<file path="config.mk">
export PLATFORM = sky130hd
export DESIGN_NAME = encoder83_req
export DESIGN_NICKNAME = d
export VERILOG_FILES = /design/src/rtl/enc83_pkg.sv /design/src/rtl/prio_find8.sv /design/src/rtl/encoder83_req.sv
export SDC_FILE = /design/constraint.sdc
export NUM_CORES = 1
export LEC_CHECK = 0
export ABC_AREA = 1
export CAP_MARGIN = 20
export CORE_AREA = 3 3 40 42
export DETAILED_ROUTE_END_ITERATION = 7
export DIE_AREA = 0 0 43 45
export DONT_BUFFER_PORTS = 1
export PLACE_DENSITY = 0.74
export SLEW_MARGIN = 20
export SYNTH_ARGS = -nofsm -noshare
export SYNTH_HDL_FRONTEND = slang
export SYNTH_SLANG_ARGS = --single-unit
export TNS_END_PERCENT = 20
</file>
<file path="constraint.sdc">
create_clock -name clk -period 1.3 [get_ports clk]
set_clock_uncertainty 0.1 [all_clocks]
set_input_delay 0.26 -clock clk [delete_from_list [all_inputs] [get_ports clk]]
set_output_delay 0.26 -clock clk [all_outputs]
set_load 0.01 [all_outputs]
</file>
<file path="src/rtl/enc83_pkg.sv">
// Shared constants, FSM state type and one-hot helper for the 8-to-3 request encoder.
package enc83_pkg;
  localparam int N_REQ  = 8;
  localparam int CODE_W = $clog2(N_REQ);

  typedef enum logic {IDLE, PRESENT} state_e;

  function automatic logic [N_REQ-1:0] onehot8(input logic [CODE_W-1:0] code);
    onehot8       = '0;
    onehot8[code] = 1'b1;
  endfunction
endpackage

</file>
<file path="src/rtl/prio_find8.sv">
// Combinational 8-way search starting at start_i, stepping down (DESCEND=1) or up with wrap.
module prio_find8 import enc83_pkg::*; #(
  parameter bit DESCEND = 1'b1
) (
  input  logic [N_REQ-1:0]  vec_i,
  input  logic [CODE_W-1:0] start_i,
  output logic [CODE_W-1:0] idx_o,
  output logic              found_o
);
  logic [CODE_W-1:0] pos;

  // Walk farthest offset first so the nearest hit to start_i is the last write.
  always_comb begin
    idx_o   = '0;
    found_o = 1'b0;
    pos     = '0;
    for (int k = N_REQ - 1; k >= 0; k--) begin
      pos = DESCEND ? start_i - CODE_W'(k) : start_i + CODE_W'(k);
      if (vec_i[pos]) begin
        idx_o   = pos;
        found_o = 1'b1;
      end
    end
  end
endmodule

</file>
<file path="src/rtl/encoder83_req.sv">
// Registered 8-to-3 request encoder with valid/ready presentation.
// Define ENC83_ROUND_ROBIN_EN for round-robin arbitration instead of highest-index priority.
module encoder83_req import enc83_pkg::*; (
  input  logic              clk,
  input  logic              rst_n,
  input  logic              enable,
  input  logic [N_REQ-1:0]  req_in,
  input  logic              ready_in,
  output logic [CODE_W-1:0] code_out,
  output logic              valid_out,
  output logic [N_REQ-1:0]  pending_out,
  output logic              overflow_out
);
  state_e            state_q, state_d;
  logic [N_REQ-1:0]  pending_q, pending_d, clr;
  logic [CODE_W-1:0] code_q, code_d, win_idx, start;
  logic              valid_q, valid_d, ovf_q, ovf_d, win_found, hshake;

  assign hshake = valid_q && ready_in;
  assign clr    = hshake ? onehot8(code_q) : '0;

`ifdef ENC83_ROUND_ROBIN_EN
  localparam bit DESC = 1'b0;
  logic [CODE_W-1:0] last_q;

  always_ff @(posedge clk or negedge rst_n) begin
    if (!rst_n)      last_q <= '1;
    else if (hshake) last_q <= code_q;
  end
  assign start = last_q + CODE_W'(1);
`else
  localparam bit DESC = 1'b1;
  assign start = CODE_W'(N_REQ - 1);
`endif

  prio_find8 #(.DESCEND(DESC)) u_find (
    .vec_i   (pending_q),
    .start_i (start),
    .idx_o   (win_idx),
    .found_o (win_found)
  );

  // Set is OR'd after the clear so a coincident request keeps its bit pending.
  assign pending_d = (pending_q & ~clr) | (enable ? req_in : '0);
  assign ovf_d     = enable && |(req_in & pending_q & ~clr);

  always_comb begin
    state_d = state_q;
    code_d  = code_q;
    valid_d = valid_q;
    unique case (state_q)
      IDLE: begin
        if (enable && win_found) begin
          code_d  = win_idx;
          valid_d = 1'b1;
          state_d = PRESENT;
        end
      end
      PRESENT: begin
        if (ready_in) begin
          valid_d = 1'b0;
          state_d = IDLE;
        end
      end
      default: state_d = IDLE;
    endcase
  end

  always_ff @(posedge clk or negedge rst_n) begin
    if (!rst_n) begin
      state_q   <= IDLE;
      pending_q <= '0;
      code_q    <= '0;
      valid_q   <= 1'b0;
      ovf_q     <= 1'b0;
    end else begin
      state_q   <= state_d;
      pending_q <= pending_d;
      code_q    <= code_d;
      valid_q   <= valid_d;
      ovf_q     <= ovf_d;
    end
  end

  assign code_out     = code_q;
  assign valid_out    = valid_q;
  assign pending_out  = pending_q;
  assign overflow_out = ovf_q;
endmodule

</file>
==> qor.csv, run 1 <==
metric;value;unit
status;finished, violations left;
violations;negative setup slack;
critPathMostFrequentCell;nor2_2;
overflow;0;
grt_pass1_vias;757;
path_clk_slew;100;ps
dpl.hpwl;1460;um
cp_cell_sequence;nor2_2, nand3_2, o21ai_4, buf_6, nor2_2, a21oi_1;
critical_path_class;reg -> reg;
cts_made_buffers;3;
final_area;1060;sq um
power.density;1400;nW/um^2
crit_arrival;1510;ps
cts_tree;done;
synth-seq-cells;14;
worst-path-max-fanout;3;
maxSlewHeadroom;55.1;%
tightestPinTransition;671;ps
ir_worst_vdd;1290;uV
boundaryPins;25;
slew_violations;0;
drt-total-wl;2570;um
gp_congestion;0.792;
clockBufferDepth;2;
required;1410;ps
synth_top_area_cell;dfrtp_1;
min_period_over_period;107;%
fp.dieH;45;um
routed_via_density;6.00;
end_kind;flop;
rsz0062_at_grt;true;
root_buffer;clkbuf_4;
post_drt_wl_per_cell;17.7;um
netlist_instances;102;
vias;870;
hold_viol_final;0;
yosys.cell_types.count;16;
max_freq;716;MHz
setup_violations;8;
cp-start-kind;flop;
drv_cap;0;
finalCriticalPeriod;1400;ps
start_util;59.1;%
die_area;1940;sq um
synth-seq-area-share;46.1;%
cts.htree.levels;1;
core_area;1280;sq um
grt_max_degree;15;
whs;8.89;ps
drive_above_1_share;25.4;%
die_x;43;um
layout.nets;143;
ys_warn_count;0;
place_area;861;sq um
antenna_found_initial;0;
clk_latency;280;ps
drt_iter0_markers;31;
synth_top_area_share;46.1;%
cts.sinks;14;
synth_area_per_cell;7.45;sq um
grt_pass1_wl;3330;um
drt_pass1_iterations;4;
antenna_cells;0;
p_leak;0.000546;uW
slowest_delay;420;ps
hold_path.class;in -> reg;
drc;0;
io_buffers;0;
grt_use_total;23.6;%
syn2layout_area_growth;40.0;%
synth_area;759;sq um
drtAntennaViolNets;0;
synth.area.top_cells;dfrtp_1, nand2_1, inv_1, a22o_1, nor2_1;
syn_nets;114;
crit_slowest_cell;dfrtp_1;
finalSetupTns;-495;ps
setup_ws;-97.4;ps
rows;13;
total_power;1490;uW
layout make-up:
cell class | instances | area (sq um)
multi-input combinational | 71 | 377
sequential | 14 | 352
fill | 84 | 221
timing repair buffer | 25 | 218
inverter | 16 | 62.6
clock buffer | 4 | 36.3
tap | 15 | 18.8
final timing paths:
check / from / end / slack, ps / cells after the start
setup reg to reg: pending_out[5] / code_out[0] / -100 / 6
hold / removal: enable / pending_out[1] / 9 / 1
setup / recovery: pending_out[5] / code_out[0] / -100 / 6
hold reg to reg: state_q / valid_out / 440 / 1
min in group asynchronous: rst_n / pending_out[1] / 340 / 1
max in group asynchronous: rst_n / code_out[2] / 290 / 1
layout by cell type (no fill, tap or decap), drive strengths merged:
cell type / n
nand4: 1
o21bai: 4
clkbuf: 4
buf: 16
a22o: 5
nand2: 35
nor2: 11
o21ai: 8
nand3: 3
dfrtp: 14
dlygate4sd3: 9
inv: 16
a21oi: 4
per-layer routing:
| metal | global-route usage [%] | up-vias | share of wire, % |
|---|---|---|---|
| li1 | - | 378 | - |
| met1 | 29.5 | 412 | 37 |
| met2 | 39.8 | 68 | 49 |
| met3 | 6.37 | 12 | 10 |
| met4 | 7.83 | 0 | 3.4 |
| met5 | 0 | - | 0 |
state kept, by name (all words and copies together), names as in the netlist:
signal	cells
code_out	3
valid_out	1
pending_out	8
overflow_out	1
state_q	1
through the flow:
step                      instances  worst slack (ps)  util (%)
after global routing            145              -149      82.8
after detailed placement        128              6.61      67.0
after CTS                       139             -26.2      75.7
final                           145             -97.4      82.8
after floorplan                 102              79.2         -
after global placement          128              26.0      67.0
cells by family (layout without fill, tap and decap cells):
kind of cell    Yosys count  in the layout  share of synthesized area, %
compound gates           21             21                          18.8
buf+inv                  17             45                          8.90
flops                    14             14                          46.1
simple gates             50             50                          26.2
synth_stat cells:
cell type and n:
nand2_1 35, a21oi_1 4, o21ai_1 1, inv_1 14
inv_2 2, a22o_2 1, o21ai_2 2, o21ai_0 5
o21bai_1 4, a22o_1 4, dfrtp_1 14, nand4_1 1
nor2_2 2, nor2_1 9, buf_4 1, nand3_1 3
report_power, final:
group,leakage (uW),internal [uW],switching (uW)
sequential,0.000141,514,89.9
clock,0.0000210,170,162
combinational,0.000384,245,305
worst max-delay path: cells and delay by family, from the launching register on:
kind | cells | cell delay (ps)
flops | 1 | 420
simple gates | 3 | 350
compound gates | 2 | 330
buf+inv | 1 | 130
timing repair:
action | CTS | global route
pin swaps | 2 | 3
setup buffers | 1 | 3
hold buffers | 6 | 3
cloned | 0 | 0
hold endpoints to repair | 18 | 2
gates resized for setup | 2 | 10
setup endpoints to repair | 4 | 6
No activity file was read; power rests on OpenSTA's default activity.
==> run 2: changes to the inputs <==
--- a/config.mk
+++ b/config.mk
@@ -7,13 +7,14 @@
 export LEC_CHECK = 0
 export ABC_AREA = 1
 export CAP_MARGIN = 20
-export CORE_AREA = 3 3 40 42
+export CORE_MARGIN = 3
+export CORE_UTILIZATION = 63
 export DETAILED_ROUTE_END_ITERATION = 7
-export DIE_AREA = 0 0 43 45
 export DONT_BUFFER_PORTS = 1
-export PLACE_DENSITY = 0.74
+export PLACE_DENSITY = 0.79
 export SLEW_MARGIN = 20
 export SYNTH_ARGS = -nofsm -noshare
 export SYNTH_HDL_FRONTEND = slang
+export SYNTH_HIERARCHICAL = 1
 export SYNTH_SLANG_ARGS = --single-unit
 export TNS_END_PERCENT = 20
==> run 2 against run 1 <==
  * The run still ends with negative setup slack left
  * Register-to-register slack got worse by 510 ps
  * Power is 44% higher
  * Wire length is 73% higher
  * Sequential share of layout area is 13 points lower
  * Utilization up 5.6 points
  * Critical endpoint unchanged
  * Largest cell class unchanged
==> qor.csv, run 2 <==
metric;value;unit
root_buffer;clkbuf_4;
whs_endpoint;pending_out[3];
utilization;88.4;%
start_util;68.4;%
synth.area.top_cells;dfrtp_1, nand2_1, nand3_1, inv_1, nand3_2;
crit_arrival;1970;ps
synth-seq-area-share;25.6;%
whs;5.38;ps
finalCriticalPeriod;1910;ps
total_power;2140;uW
vias;1668;
ys_async_sr_fraction;100;%
drt-total-wl;4440;um
drv_cap;0;
drt_iter0_markers;109;
final_area;1770;sq um
reg2reg_depth;8;
synth_top_area_share;25.6;%
cp-start-kind;flop;
drc;0;
p_leak;0.000954;uW
drtAntennaViolNets;0;
slew_violations;0;
power.density;1210;nW/um^2
drive_above_1_share;35.9;%
tightestPinTransition;647;ps
syn2layout_area_growth;29.3;%
path_clk_slew;80;ps
yosysMostFrequentCell;nand2_1;
required;1360;ps
antenna_found_initial;0;
synthFlopType;dfrtp_1;
place_area;1640;sq um
dp_slack;-553;ps
largest_reg_flops;8;
cts.htree.levels;1;
cts_made_buffers;3;
reg2reg_slack;-610;ps
grt_use_total;34.8;%
r2r-end;code_out[0];
clockBufferDepth;2;
status;finished, violations left;
synth_top_area_cell;dfrtp_1;
min_period_over_period;147;%
die_area;2770;sq um
netlist_instances;207;
hold-path-cell-count;2;
grt_max_degree;15;
max_freq;523;MHz
synth-seq-cells;14;
drt_pass1_iterations;5;
overflow;0;
routed_via_density;6.13;
synth_area_per_cell;6.61;sq um
setup_ws;-611;ps
worst-path-max-fanout;2;
rows;16;
yosys.cell_types.count;33;
io_buffers;0;
synth_common_cells;nand2_1, nand3_1, inv_1, dfrtp_1, a21oi_1;
fp.dieH;52.6;um
post_drt_wl_per_cell;16.3;um
die_x;52.6;um
clk_latency;270;ps
grt_pass1_vias;1641;
ir_worst_vdd;1190;uV
gp_congestion;0.936;
hold_viol_final;0;
cts.sinks;14;
end_kind;flop;
layout_commonest_cell;nand2_1;
setup_violations;6;
rsz0062_at_grt;true;
min_from;req_in[3];
critical_path_class;reg -> reg;
timing.rr.start;pending_out[7];
core_area;2000;sq um
violations;negative setup slack;
ys_warn_count;6;
antenna_cells;0;
synth_area;1370;sq um
hold_path.class;in -> reg;
maxSlewHeadroom;56.8;%
synth_edf_count;0;
grt_pass1_wl;7130;um
mostFrequentLayoutCells;nand2_1, buf_4, nand3_1, inv_1, nand2_2;
boundaryPins;25;
cts_tree;done;
layout.nets;261;
dpl.hpwl;3060;um
==> run 2: cells by family after synthesis <==
group	after synthesis	share of synthesized area (%)
other cells	1	0.274
xor+xnor	1	1.19
simple gates	131	47.0
compound gates	27	12.7
flops	14	25.6
buf+inv	30	10.6
mux	1	0.823
fa+ha+maj	2	1.83
==> run 2: worst max path at each step <==
stage | from | end | slack (ps)
after floorplan | pending_out[7] | code_out[0] | -510
after global routing | pending_out[7] | code_out[2] | -710
final | pending_out[7] | code_out[0] | -610
after global placement | pending_out[3] | code_out[0] | -450
after detailed placement | pending_out[1] | code_out[2] | -550
after CTS | pending_out[7] | code_out[0] | -530
==> run 2: report_power, final <==
group	leakage (uW)	total, uW	switching (uW)	internal [uW]
Clock	0.0000138	238	130	107
Combinational	0.000797	1270	742	528
Sequential	0.000143	631	98.8	532
Total	0.000954	2140	972	1170
==> run 2: per-stage QoR <==
| step | cells | TNS (ps) |
|---|---|---|
| after floorplan | 211 | -1720 |
| after CTS | 272 | -2380 |
| after global routing | 272 | -3590 |
| final | 272 | -2860 |
| after detailed placement | 264 | -2590 |
| after global placement | 264 | -2000 |
==> run 2: cell type report <==
class | count | area [sq um]
sequential | 14 | 353
inverter | 26 | 108
clock buffer | 3 | 22.5
timing repair buffer | 35 | 277
fill | 95 | 233
multi-input combinational | 167 | 976
tap | 27 | 33.8
==> run 2: timing repair <==
| action | in CTS | in global routing |
|---|---|---|
| endpoints found under the hold margin | 19 | 0 |
| setup endpoints to repair | 5 | 7 |
| setup buffers | 1 | 0 |
| hold buffers | 4 | 0 |
| gates resized for setup | 8 | 6 |
| pin swaps | 5 | 5 |
==> run 2: metal layers <==
layer  GRT usage [%]  wire [um]  vias to the layer above
met3            5.70        404                       41
li1                -          -                      752
met1            38.1       1550                      742
met2            60.7       2180                      133
met4            23.4        309                        0
met5               0          0                        -
==> run 2: critical path, stage by stage (launching register included) <==
cell	delay, ps
dfrtp_1	410
nand2_2	110
nand3_2	100
nand3_2	100
nand2_2	70
nor4_4	270
nand4_1	210
nand3_4	120
mux2_4	300
==> run 3: changes to the inputs <==
--- a/config.mk
+++ b/config.mk
@@ -12,6 +12,7 @@
 export DETAILED_ROUTE_END_ITERATION = 7
 export DONT_BUFFER_PORTS = 1
 export PLACE_DENSITY = 0.79
+export REMOVE_ABC_BUFFERS = 1
 export SLEW_MARGIN = 20
 export SYNTH_ARGS = -nofsm -noshare
 export SYNTH_HDL_FRONTEND = slang
==> run 3 against run 2 <==
  * The run still ends with negative setup slack left
  * Die area unchanged
  * Sequential cell count did not move
  * Fmax decreased by 13%
  * Sequential power rose by 3%
  * Register-to-register slack got worse by 290 ps
  * Clock-buffer cell count increased by 1
  * Largest cell class unchanged
==> qor.csv, run 3 (same netlist as run 2, synthesis figures left out) <==
metric;value;unit
antenna_found_initial;0;
gp_congestion;0.953;
p_leak;0.00102;uW
core_area;2000;sq um
timing.rr.start;pending_out[5];
drt_iter0_markers;261;
top_layer;met4;
dr_wl_met2;2850;um
antenna_cells;0;
rsz0062_at_grt;true;
routed_via_density;7.34;
cts_tree;done;
tightestPinTransition;717;ps
end_kind;flop;
root_buffer;clkbuf_4;
largest_reg_flops;8;
path_clk_slew;100;ps
grt_pass1_wl;8680;um
overflow;0;
hold_path.class;in -> reg;
slew_violations;0;
cts.sinks;14;
slowest_delay;400;ps
wl_met1;2230;um
drt-total-wl;6850;um
grt_pass1_vias;1881;
min_period_over_period;169;%
maxSlewHeadroom;52.0;%
layout_commonest_cell;nand2_1;
violations;negative setup slack;
cts.htree.levels;1;
rows;16;
grt_use_total;43.4;%
status;finished, violations left;
layout.nets;275;
place_area;1610;sq um
met3_length;1040;um
die_x;52.6;um
drtAntennaViolNets;0;
boundaryPins;25;
vias;2107;
crit_slowest_cell;dfrtp_1;
dp_slack;-649;ps
io_buffers;0;
setup_ws;-902;ps
ir_worst_vdd;1200;uV
cp-start-kind;flop;
die_area;2770;sq um
mostFrequentLayoutCells;nand2_1, buf_4, nand3_1, inv_1;
dpl.hpwl;3040;um
clk_latency;290;ps
critPathMostFrequentCell;nand2_1;
max_freq;454;MHz
min_from;enable;
drt_pass1_iterations;7;
hold_viol_final;0;
critical_path_class;reg -> reg;
crit_arrival;2320;ps
finalCriticalPeriod;2200;ps
critPathLaunch;pending_out[5];
cts_made_buffers;3;
setup_violations;12;
cp_cell_sequence;nand2_1, nand3_1, nand3_2, nand2_1, nor4_4, nand4_1, nand3_4, buf_6, nor2_2, a21oi_2;
drv_cap;0;
drive_above_1_share;38.5;%
syn2layout_area_growth;38.0;%
worst-path-max-fanout;6;
post_drt_wl_per_cell;23.9;um
final_area;1890;sq um
drc;0;
clockBufferDepth;2;
fp.dieH;52.6;um
start_util;68.4;%
required;1420;ps
power.density;1320;nW/um^2
grt_max_degree;15;
-- run 3: cell count changes in the layout (fill, tap and decap cells not counted), moves of 2 or more --
| cell | change |
|---|---|
| inv_1 | -2 |
| buf_4 | +11 |
| dfrtp_2 | -2 |
| nor2_2 | +2 |
| dfrtp_1 | +2 |
| nor2_1 | -2 |
| dlygate4sd3_1 | +3 |
| inv_2 | +2 |
-- run 3: metrics by stage --
stage	total power, uW	util [%]	hold WS, ps	instances	setup TNS, ps
after floorplan	1300	-	-136	207	-2250
after global placement	1660	80.6	-135	265	-2300
after detailed placement	1700	80.6	-135	265	-2890
after CTS	2100	89.8	2.85	283	-2470
after global routing	2580	94.4	1.15	287	-4570
final	2500	94.4	6.65	287	-4630
-- run 3: critical path, delay by kind of cell, from the launching register on --
| family | cells | cell delay (ps) |
|---|---|---|
| AO/OA/AOI/OAI | 1 | 150 |
| flip-flops | 1 | 400 |
| AND/OR/NAND/NOR | 8 | 1320 |
| buffers and inverters | 1 | 150 |
-- run 3: routing by layer --
metal,vias to the layer above,track usage [%]
met4,0,33.6
li1,780,-
met1,923,47.8
met2,287,72.5
met3,117,7.98
met5,-,0
-- run 3: worst paths after layout --
path,end,slack (ps),cells after the start
min,pending_out[6],7,1
min in group asynchronous,pending_out[1],350,1
max reg2reg,code_out[1],-900,10
max,code_out[1],-900,10
min reg2reg,valid_out,450,1
max in group asynchronous,pending_out[6],300,1
-- run 3: cell type report --
class / instances / area, sq um
Multi-Input combinational cell: 167 / 972
Timing Repair Buffer: 49 / 389
Sequential cell: 14 / 350
Fill cell: 67 / 113
Inverter: 26 / 108
Clock buffer: 4 / 36.3
Tap cell: 27 / 33.8
-- run 3: timing repair --
| item | 4_1_cts | 5_1_grt |
|---|---|---|
| pin swaps | 13 | 8 |
| hold buffers | 5 | 2 |
| buffers inserted | 9 | 2 |
| resized for setup | 7 | 16 |
| endpoints found under the setup margin | 5 | 8 |
| endpoints found under the hold margin | 19 | 2 |
-- run 3: power breakdown --
group	total [uW]	leakage [uW]	internal [uW]	switching (uW)
clock	340	0.0000210	171	169
sequential	647	0.000144	530	118
combinational	1520	0.000856	586	930
total	2500	0.00102	1290	1220
